### config.mk
export PLATFORM = sky130hd
export DESIGN_NAME = vga_layer_compositor
export DESIGN_NICKNAME = d
export VERILOG_FILES = /design/src/rtl/vga_layer_compositor.sv
export SDC_FILE = /design/constraint.sdc
export NUM_CORES = 1
export LEC_CHECK = 0
export BUFFER_PORTS_ARGS = -buffer_cell sky130_fd_sc_hd__buf_2
export CAP_MARGIN = 25
export CORE_MARGIN = 10
export CORE_UTILIZATION = 29
export CTS_CLUSTER_SIZE = 12
export DETAILED_ROUTE_END_ITERATION = 10
export PLACE_DENSITY = 0.61
export REMOVE_ABC_BUFFERS = 1
export SLEW_MARGIN = 20
export SYNTH_ARGS = -nofsm -noshare
export SYNTH_HDL_FRONTEND = slang
export SYNTH_SLANG_ARGS = --single-unit
export TNS_END_PERCENT = 20
### constraint.sdc
create_clock -name clk -period 2.4 [get_ports clk]
set_clock_uncertainty 0.1 [all_clocks]
set_input_delay 0.72 -clock clk [delete_from_list [all_inputs] [get_ports clk]]
set_output_delay 0.72 -clock clk [all_outputs]
set_load 0.05 [all_outputs]
### src/rtl/vga_layer_compositor.sv
// Fixed-priority overlay compositor between vga_sync and the RGB pins.
// Registers colour with delayed syncs, runs frame blink and a per-frame collision flag.
module vga_layer_compositor #(
  parameter int unsigned NUM_LAYERS   = 9,
  parameter int unsigned RGB_W        = 3,
  parameter int unsigned BLINK_FRAMES = 30
) (
  input  logic                        clk,
  input  logic                        reset,
  input  logic                        pixel_tick,
  input  logic                        video_on,
  input  logic                        hsync_in,
  input  logic                        vsync_in,
  input  logic [9:0]                  pixel_x,
  input  logic [9:0]                  pixel_y,
  input  logic [NUM_LAYERS-1:0]       layer_on,
  input  logic [NUM_LAYERS*RGB_W-1:0] layer_rgb,
  input  logic [NUM_LAYERS-1:0]       layer_en,
  input  logic [NUM_LAYERS-1:0]       blink_mask,
  input  logic [RGB_W-1:0]            bg_rgb,
  output logic                        hsync,
  output logic                        vsync,
  output logic [RGB_W-1:0]            rgb,
  output logic                        blink_phase,
  output logic                        collision
);

  localparam int unsigned CNT_W = (BLINK_FRAMES > 1) ? $clog2(BLINK_FRAMES) : 1;
  localparam logic [CNT_W-1:0] CNT_LAST = CNT_W'(BLINK_FRAMES - 1);

  logic [CNT_W-1:0]      blink_cnt;
  logic                  coll_acc;
  logic [NUM_LAYERS-1:0] vis;
  logic [RGB_W-1:0]      win_rgb;
  logic [RGB_W-1:0]      next_rgb;
  logic                  found;
  logic                  multi;
  logic                  collides;
  logic                  frame_tick;

  assign frame_tick = pixel_tick && (pixel_x == '0) && (pixel_y == '0);
  assign vis = layer_on & layer_en & ~(blink_mask & {NUM_LAYERS{blink_phase}});

  // Ascending scan: the first visible layer claims the pixel, any later hit marks a collision.
  always_comb begin
    found   = 1'b0;
    multi   = 1'b0;
    win_rgb = bg_rgb;
    for (int unsigned i = 0; i < NUM_LAYERS; i++) begin
      if (vis[i]) begin
        if (found) begin
          multi = 1'b1;
        end else begin
          win_rgb = layer_rgb[i*RGB_W +: RGB_W];
          found   = 1'b1;
        end
      end
    end
    next_rgb = video_on ? win_rgb : '0;
    collides = video_on & multi;
  end

  always_ff @(posedge clk or posedge reset) begin
    if (reset) begin
      rgb   <= '0;
      hsync <= 1'b0;
      vsync <= 1'b0;
    end else if (pixel_tick) begin
      rgb   <= next_rgb;
      hsync <= hsync_in;
      vsync <= vsync_in;
    end
  end

  always_ff @(posedge clk or posedge reset) begin
    if (reset) begin
      blink_cnt   <= '0;
      blink_phase <= 1'b0;
    end else if (frame_tick) begin
      if (blink_cnt == CNT_LAST) begin
        blink_cnt   <= '0;
        blink_phase <= ~blink_phase;
      end else begin
        blink_cnt <= blink_cnt + 1'b1;
      end
    end
  end

  // The frame-tick pixel belongs to the new frame, so it seeds the accumulator rather than the report.
  always_ff @(posedge clk or posedge reset) begin
    if (reset) begin
      coll_acc  <= 1'b0;
      collision <= 1'b0;
    end else if (frame_tick) begin
      collision <= coll_acc;
      coll_acc  <= collides;
    end else if (pixel_tick) begin
      coll_acc  <= coll_acc | collides;
    end
  end

endmodule

======== Word level (Yosys, flattened, before mapping) ========
Index checks and enable logic that the tools add are counted.
storage, ports and cells
  memory bits (read-only) ................. 0
  output and inout port bits .............. 7
  RAM bits ................................ 0
  memories ................................ 0
  flip-flop bits (word level) ............. 13
  bits of input ports ..................... 83
  logic and storage cells ................. 67
  bits in latches ......................... 0
cells by class
  $lt $le $gt $ge ......................... 0
  muxes and demuxes ....................... 45
  add/sub/neg operators ................... 1
  multipliers ............................. 0
  shifts and indexed selects .............. 0
  bitwise operators ....................... 7
  reduce and logical (&&, ||, !) cells .... 6
  equality and inequality tests ........... 1
  div/mod/pow operators ................... 0
operators by type and width
  cell                                                           number
  3-bit 2-to-1 mux                                               18
  9-bit bitwise AND                                              3
  1-bit 2-to-1 mux                                               26
  10-bit logical NOT                                             2
  9-bit inverter                                                 1
  5-bit by 1-bit adder with 5-bit output, second input constant  1
  5-bit == test, second input constant                           1
  5-bit 2-to-1 mux                                               1
  1-bit logical AND                                              2
  2-bit AND reduction                                            1
  2-bit nonzero test                                             1
  1-bit bitwise AND                                              1
  1-bit inverter                                                 1
  1-bit bitwise OR                                               1

======== Depth between registers and ports, before layout ========
  depth after elaboration ................. 24
  gate-level depth with buffers ........... 7
  mapped depth without buffers ............ 6

======== Least setup slack after synthesis ========
No wires, ideal clock.
  path type ............................... input to register
  start ................................... input pixel_tick
  end ..................................... register blink_cnt[1]
  path slack .............................. -0.035 ns
  buffers on the path ..................... 2
  arrival ................................. 2.261 ns
  library setup time ...................... 0.074 ns
  data required time ...................... 2.226 ns
  stages .................................. 6
  cell sequence ........................... buf_6 -> or4b_1 -> or4_1 -> buf_2 -> or3_1 -> o21ai_2
between the ends
  longest elaborated chain between the ends .. 2
RTL lines
  what                            RTL line  RTL
  start: declaration              10        input logic pixel_tick,
  1-bit logical AND (2 in a row)  41        assign frame_tick = pixel_tick && (pixel_x == '0) && (pixel_y == '0);
  end signal: assignment          84        blink_cnt <= blink_cnt + 1'b1;
  end: declaration                31        logic [CNT_W-1:0] blink_cnt;
No other way between the ends.
A chain may end at the register's enable or synchronous reset.

======== Worst setup path in the final report ========
  start ................................... input pixel_x[1]
  end ..................................... register blink_cnt[1]
between the ends
  longest elaborated chain between the ends .. 3
RTL lines
  what                            RTL line  RTL
  start: declaration              14        input logic [9:0] pixel_x,
  10-bit logical NOT              41
  1-bit logical AND (2 in a row)  41
No other way between the ends.

==> metrics.md <==
| Metric | Value |
|---|---|
| Core Util, Final | `47.58%` |
| Final critical delay including setup and external delays | `2.261 ns` |
| Hold_sp | `collision$_DFFE_PP0P_` |
| Post-route ant nets | `0` |
| CTS Buf Count | `3` |
| Async set or reset register ratio after synthesis | `100.0%` |
| GR Layer Usage met2 | `roughly 22%` |
| Detailed placement HPWL | `3472 um` |
| Lkg Pwr | `0.8185 nW` |
| Final worst-path cycle share | `between 90% and 100%` |
| Outcome | `complete, no violations` |
| Library cells used by synthesis | `40` |
| Largest net degree at the start of global routing | `14` |
| Cell Chain, Critical Path | `buf_2 -> or4b_1 -> or4_4 -> or3_1 -> o21ai_2` |
| Met1 Use GR | `11.20%` |
| IO Port Bufs | `89` |
| Clock sink count | `13` |
| Starting Density | `30.86%` |
| Share of cells above drive strength 1 | `45.45%` |
| Global-route usage over all layers | `around 12%` |
| Clock transition at path regs | `0.05 ns` |
| CTS tree | `yes` |
| I/O pins | `90` |
| Arrival time worst endpoint | `2.33 ns` |
| HP Class | `reg2reg` |
| Register area share after synthesis | `30.62%` |
| Initial detailed-routing violation count | `58` |
| Post-synthesis cell area | `0.001062 mm^2` |
| Yosys top cell area share | `30.62%` |
| Number of synthesized register bits | `13` |
| Die area | `0.006483 mm^2` |
| Syn-to-layout area delta | `54.18%` |
| Critical path class | `in2reg` |
| CTS max path bufs | `2` |
| Max-Cap Viols | `0` |
| GR Overflow Total | `0` |
| DRC | `0` |
| Routed vias/inst | `around 5` |
| RSZ-0062 raised after global routing | `no` |
| Placer Congestion | `0.8066` |
| Nets | `317` |
| Crit path buffers/inverters | `1` |
| Avg Inst Size Synth | `slightly below 8 um^2` |
| Slew @ Worst Pin | `between 0.4 and 0.5 ns` |
| Antenna Cells | `0` |
| First-pass GRT wire length | `6492 um` |
| Worst setup SP type | `input pin` |
| DIE HEIGHT | `between 80 and 90 um` |
| Overall Power | `0.6321 mW` |
| Register area | `about 330 um^2` |
| Vias in the first global route | `~1500` |
| Filler cells | `363` |
| Maximum VDD drop | `136.2 uV` |
| Initial antenna violation count | `0` |
| Core Footprint | `0.003442 mm^2` |
| Die X | `~81 um` |
| Reg2reg start | `blink_phase$_DFFE_PP0P_` |
| Yosys warning total | `0` |
| FP Rows | `21` |
| Wire length per cell | `13.92 um` |
| Max Slew Vio Count | `0` |
| Total length of routed wires | `approximately 3900 um` |
| Synth Instances | `135` |
| Crit path capture type | `flip-flop` |
| Setup TNS | `0 ns` |
| Critical Path Fanout Max | `9` |
| Req. time, crit path | `2.47 ns` |
| H-tree depth | `1` |
| Most Crowded Layer GR | `met2` |
| CP max stage delay | `0.56 ns` |
| Slowest cell on crit path | `or4_4` |
| Routing usage on met3 | `6.682%` |
| Final Hold Viols | `0` |
| Ranking of synthesized cells by area | `dfrtp_1 (31%), nand2_1 (7.1%), o21ai_0 (5.2%)` |
| Post-CTS Repair Setup Buffers | `0` |
| Most used DFF post-synth | `dfrtp_1` |
| Routed vias | `1409` |
| Final setup vio count | `0` |
| Drt pass-1 iters | `4` |
| Slew margin rel. | `around two thirds` |
| Fmax | `442.3 MHz` |
| Final Hold Slack | `0.3626 ns` |
| Pwr Density | `between 300 and 400 mW/mm^2` |
| Delay-heaviest family, CP | `simple AND/OR/NAND/NOR gates` |
| Clock root buffer | `clkbuf_8` |
| Multi-input combinational cell area | `between 600 and 700 um^2` |
| Worst skew pair latency | `0.24 ns` |
| Crit path from | `pixel_x[1]` |
| EDFF count, synth | `0` |
| Area leader, netlist | `dfrtp_1` |
registers in the layout, summed over array words and instances (netlist names):
register	cells
coll_acc	1
blink_cnt	5
rgb	3
collision	1
hsync	1
vsync	1
blink_phase	1
final timing paths:
kind	slack (ns)	to	cells after the start
max in group asynchronous	1.47	collision$_DFFE_PP0P_	2
min in group asynchronous	0.39	blink_cnt[3]$_DFFE_PP0P_	2
max reg2reg	0.41	rgb[2]$_DFFE_PP0P_	6
min	0.36	collision$_DFFE_PP0P_	2
max	0.14	blink_cnt[1]$_DFFE_PP0P_	5
min reg2reg	0.36	collision$_DFFE_PP0P_	2
cell families after synthesis:
| group | Yosys count | synth area share [%] |
|---|---|---|
| multiplexers | 2 | 2.120 |
| buffers and inverters | 9 | 4.122 |
| XOR/XNOR | 1 | 0.8247 |
| AND/OR/NAND/NOR | 61 | 29.09 |
| flip-flops | 13 | 30.62 |
| adder cells (fa/ha/maj) | 3 | 3.298 |
| AO/OA/AOI/OAI | 46 | 29.92 |
synthesized netlist by cell type, types with 2 or more instances:
cell type / instances
o21ai_0: 11
nand4_1: 2
dfrtp_1: 13
buf_2: 2
nor4_1: 3
nand3_1: 9
and2_1: 2
a22oi_1: 3
nor2_1: 8
a31o_2: 3
nor2b_1: 3
a221oi_1: 3
a21oi_1: 5
nor3_1: 4
a31oi_1: 4
ha_1: 2
and3_1: 2
inv_1: 6
o21ai_1: 2
nand2_1: 20
mux2_2: 2
and4_1: 3
o221ai_1: 6
cell usage in the layout, fill, tap and decap left out, types with 3 or more instances in the layout:
| master | count |
|---|---|
| nor2b_1 | 3 |
| nand3_1 | 9 |
| a22oi_1 | 3 |
| o21ai_0 | 11 |
| a31oi_1 | 4 |
| buf_4 | 6 |
| nor3_1 | 4 |
| a31o_2 | 3 |
| a221oi_1 | 3 |
| inv_1 | 6 |
| o221ai_1 | 6 |
| and4_1 | 3 |
| nor2_1 | 8 |
| nor4_1 | 3 |
| clkbuf_8 | 3 |
| a21oi_1 | 5 |
| buf_2 | 89 |
| dfrtp_1 | 13 |
| nand2_1 | 20 |
area by class of cell:
type / instances / area share, %
repair buffers: 95 / 29.95
clock buffers: 4 / 2.750
multi-input cells: 113 / 42.55
well taps: 46 / 3.514
inverters: 6 / 1.375
flip-flops and latches: 13 / 19.86
where the power goes:
part	internal, mW	switching [mW]	leakage, nW	total [mW]
Clock	0.117	0.0736	0.0228	0.191
Sequential	0.229	0.00455	0.158	0.234
Combinational	0.0967	0.111	0.637	0.208
worst register-to-register path, stage by stage (launching register included):
cell	delay, ns
dfrtp_1	0.56
nand2_1	0.13
a32o_1	0.32
o221ai_1	0.19
a31oi_1	0.12
a221oi_1	0.31
o221ai_1	0.14
through the flow:
stage | std cells | worst slack (ns) | instance area, um^2
6_report | 277 | 0.1390 | 1638
5_1_grt | 277 | 0.07975 | 1638
2_1_floorplan | 132 | -0.03664 | 1041
3_3_place_gp | 273 | -0.2022 | 1589
3_5_place_dp | 273 | -0.2386 | 1589
4_1_cts | 277 | 0.01145 | 1634
per-layer routing:
metal / vias up / part of all wire (%)
met5: - / 0
met4: 0 / 0.78
met1: 644 / 38
li1: 713 / -
met2: 48 / 51
met3: 4 / 11
timing repair:
item	in CTS	in global routing
setup endpoints to repair	0	5
hold endpoints to repair	0	0
hold buffers	0	0
resized for setup	0	1
(Power assumes the default switching activity.)
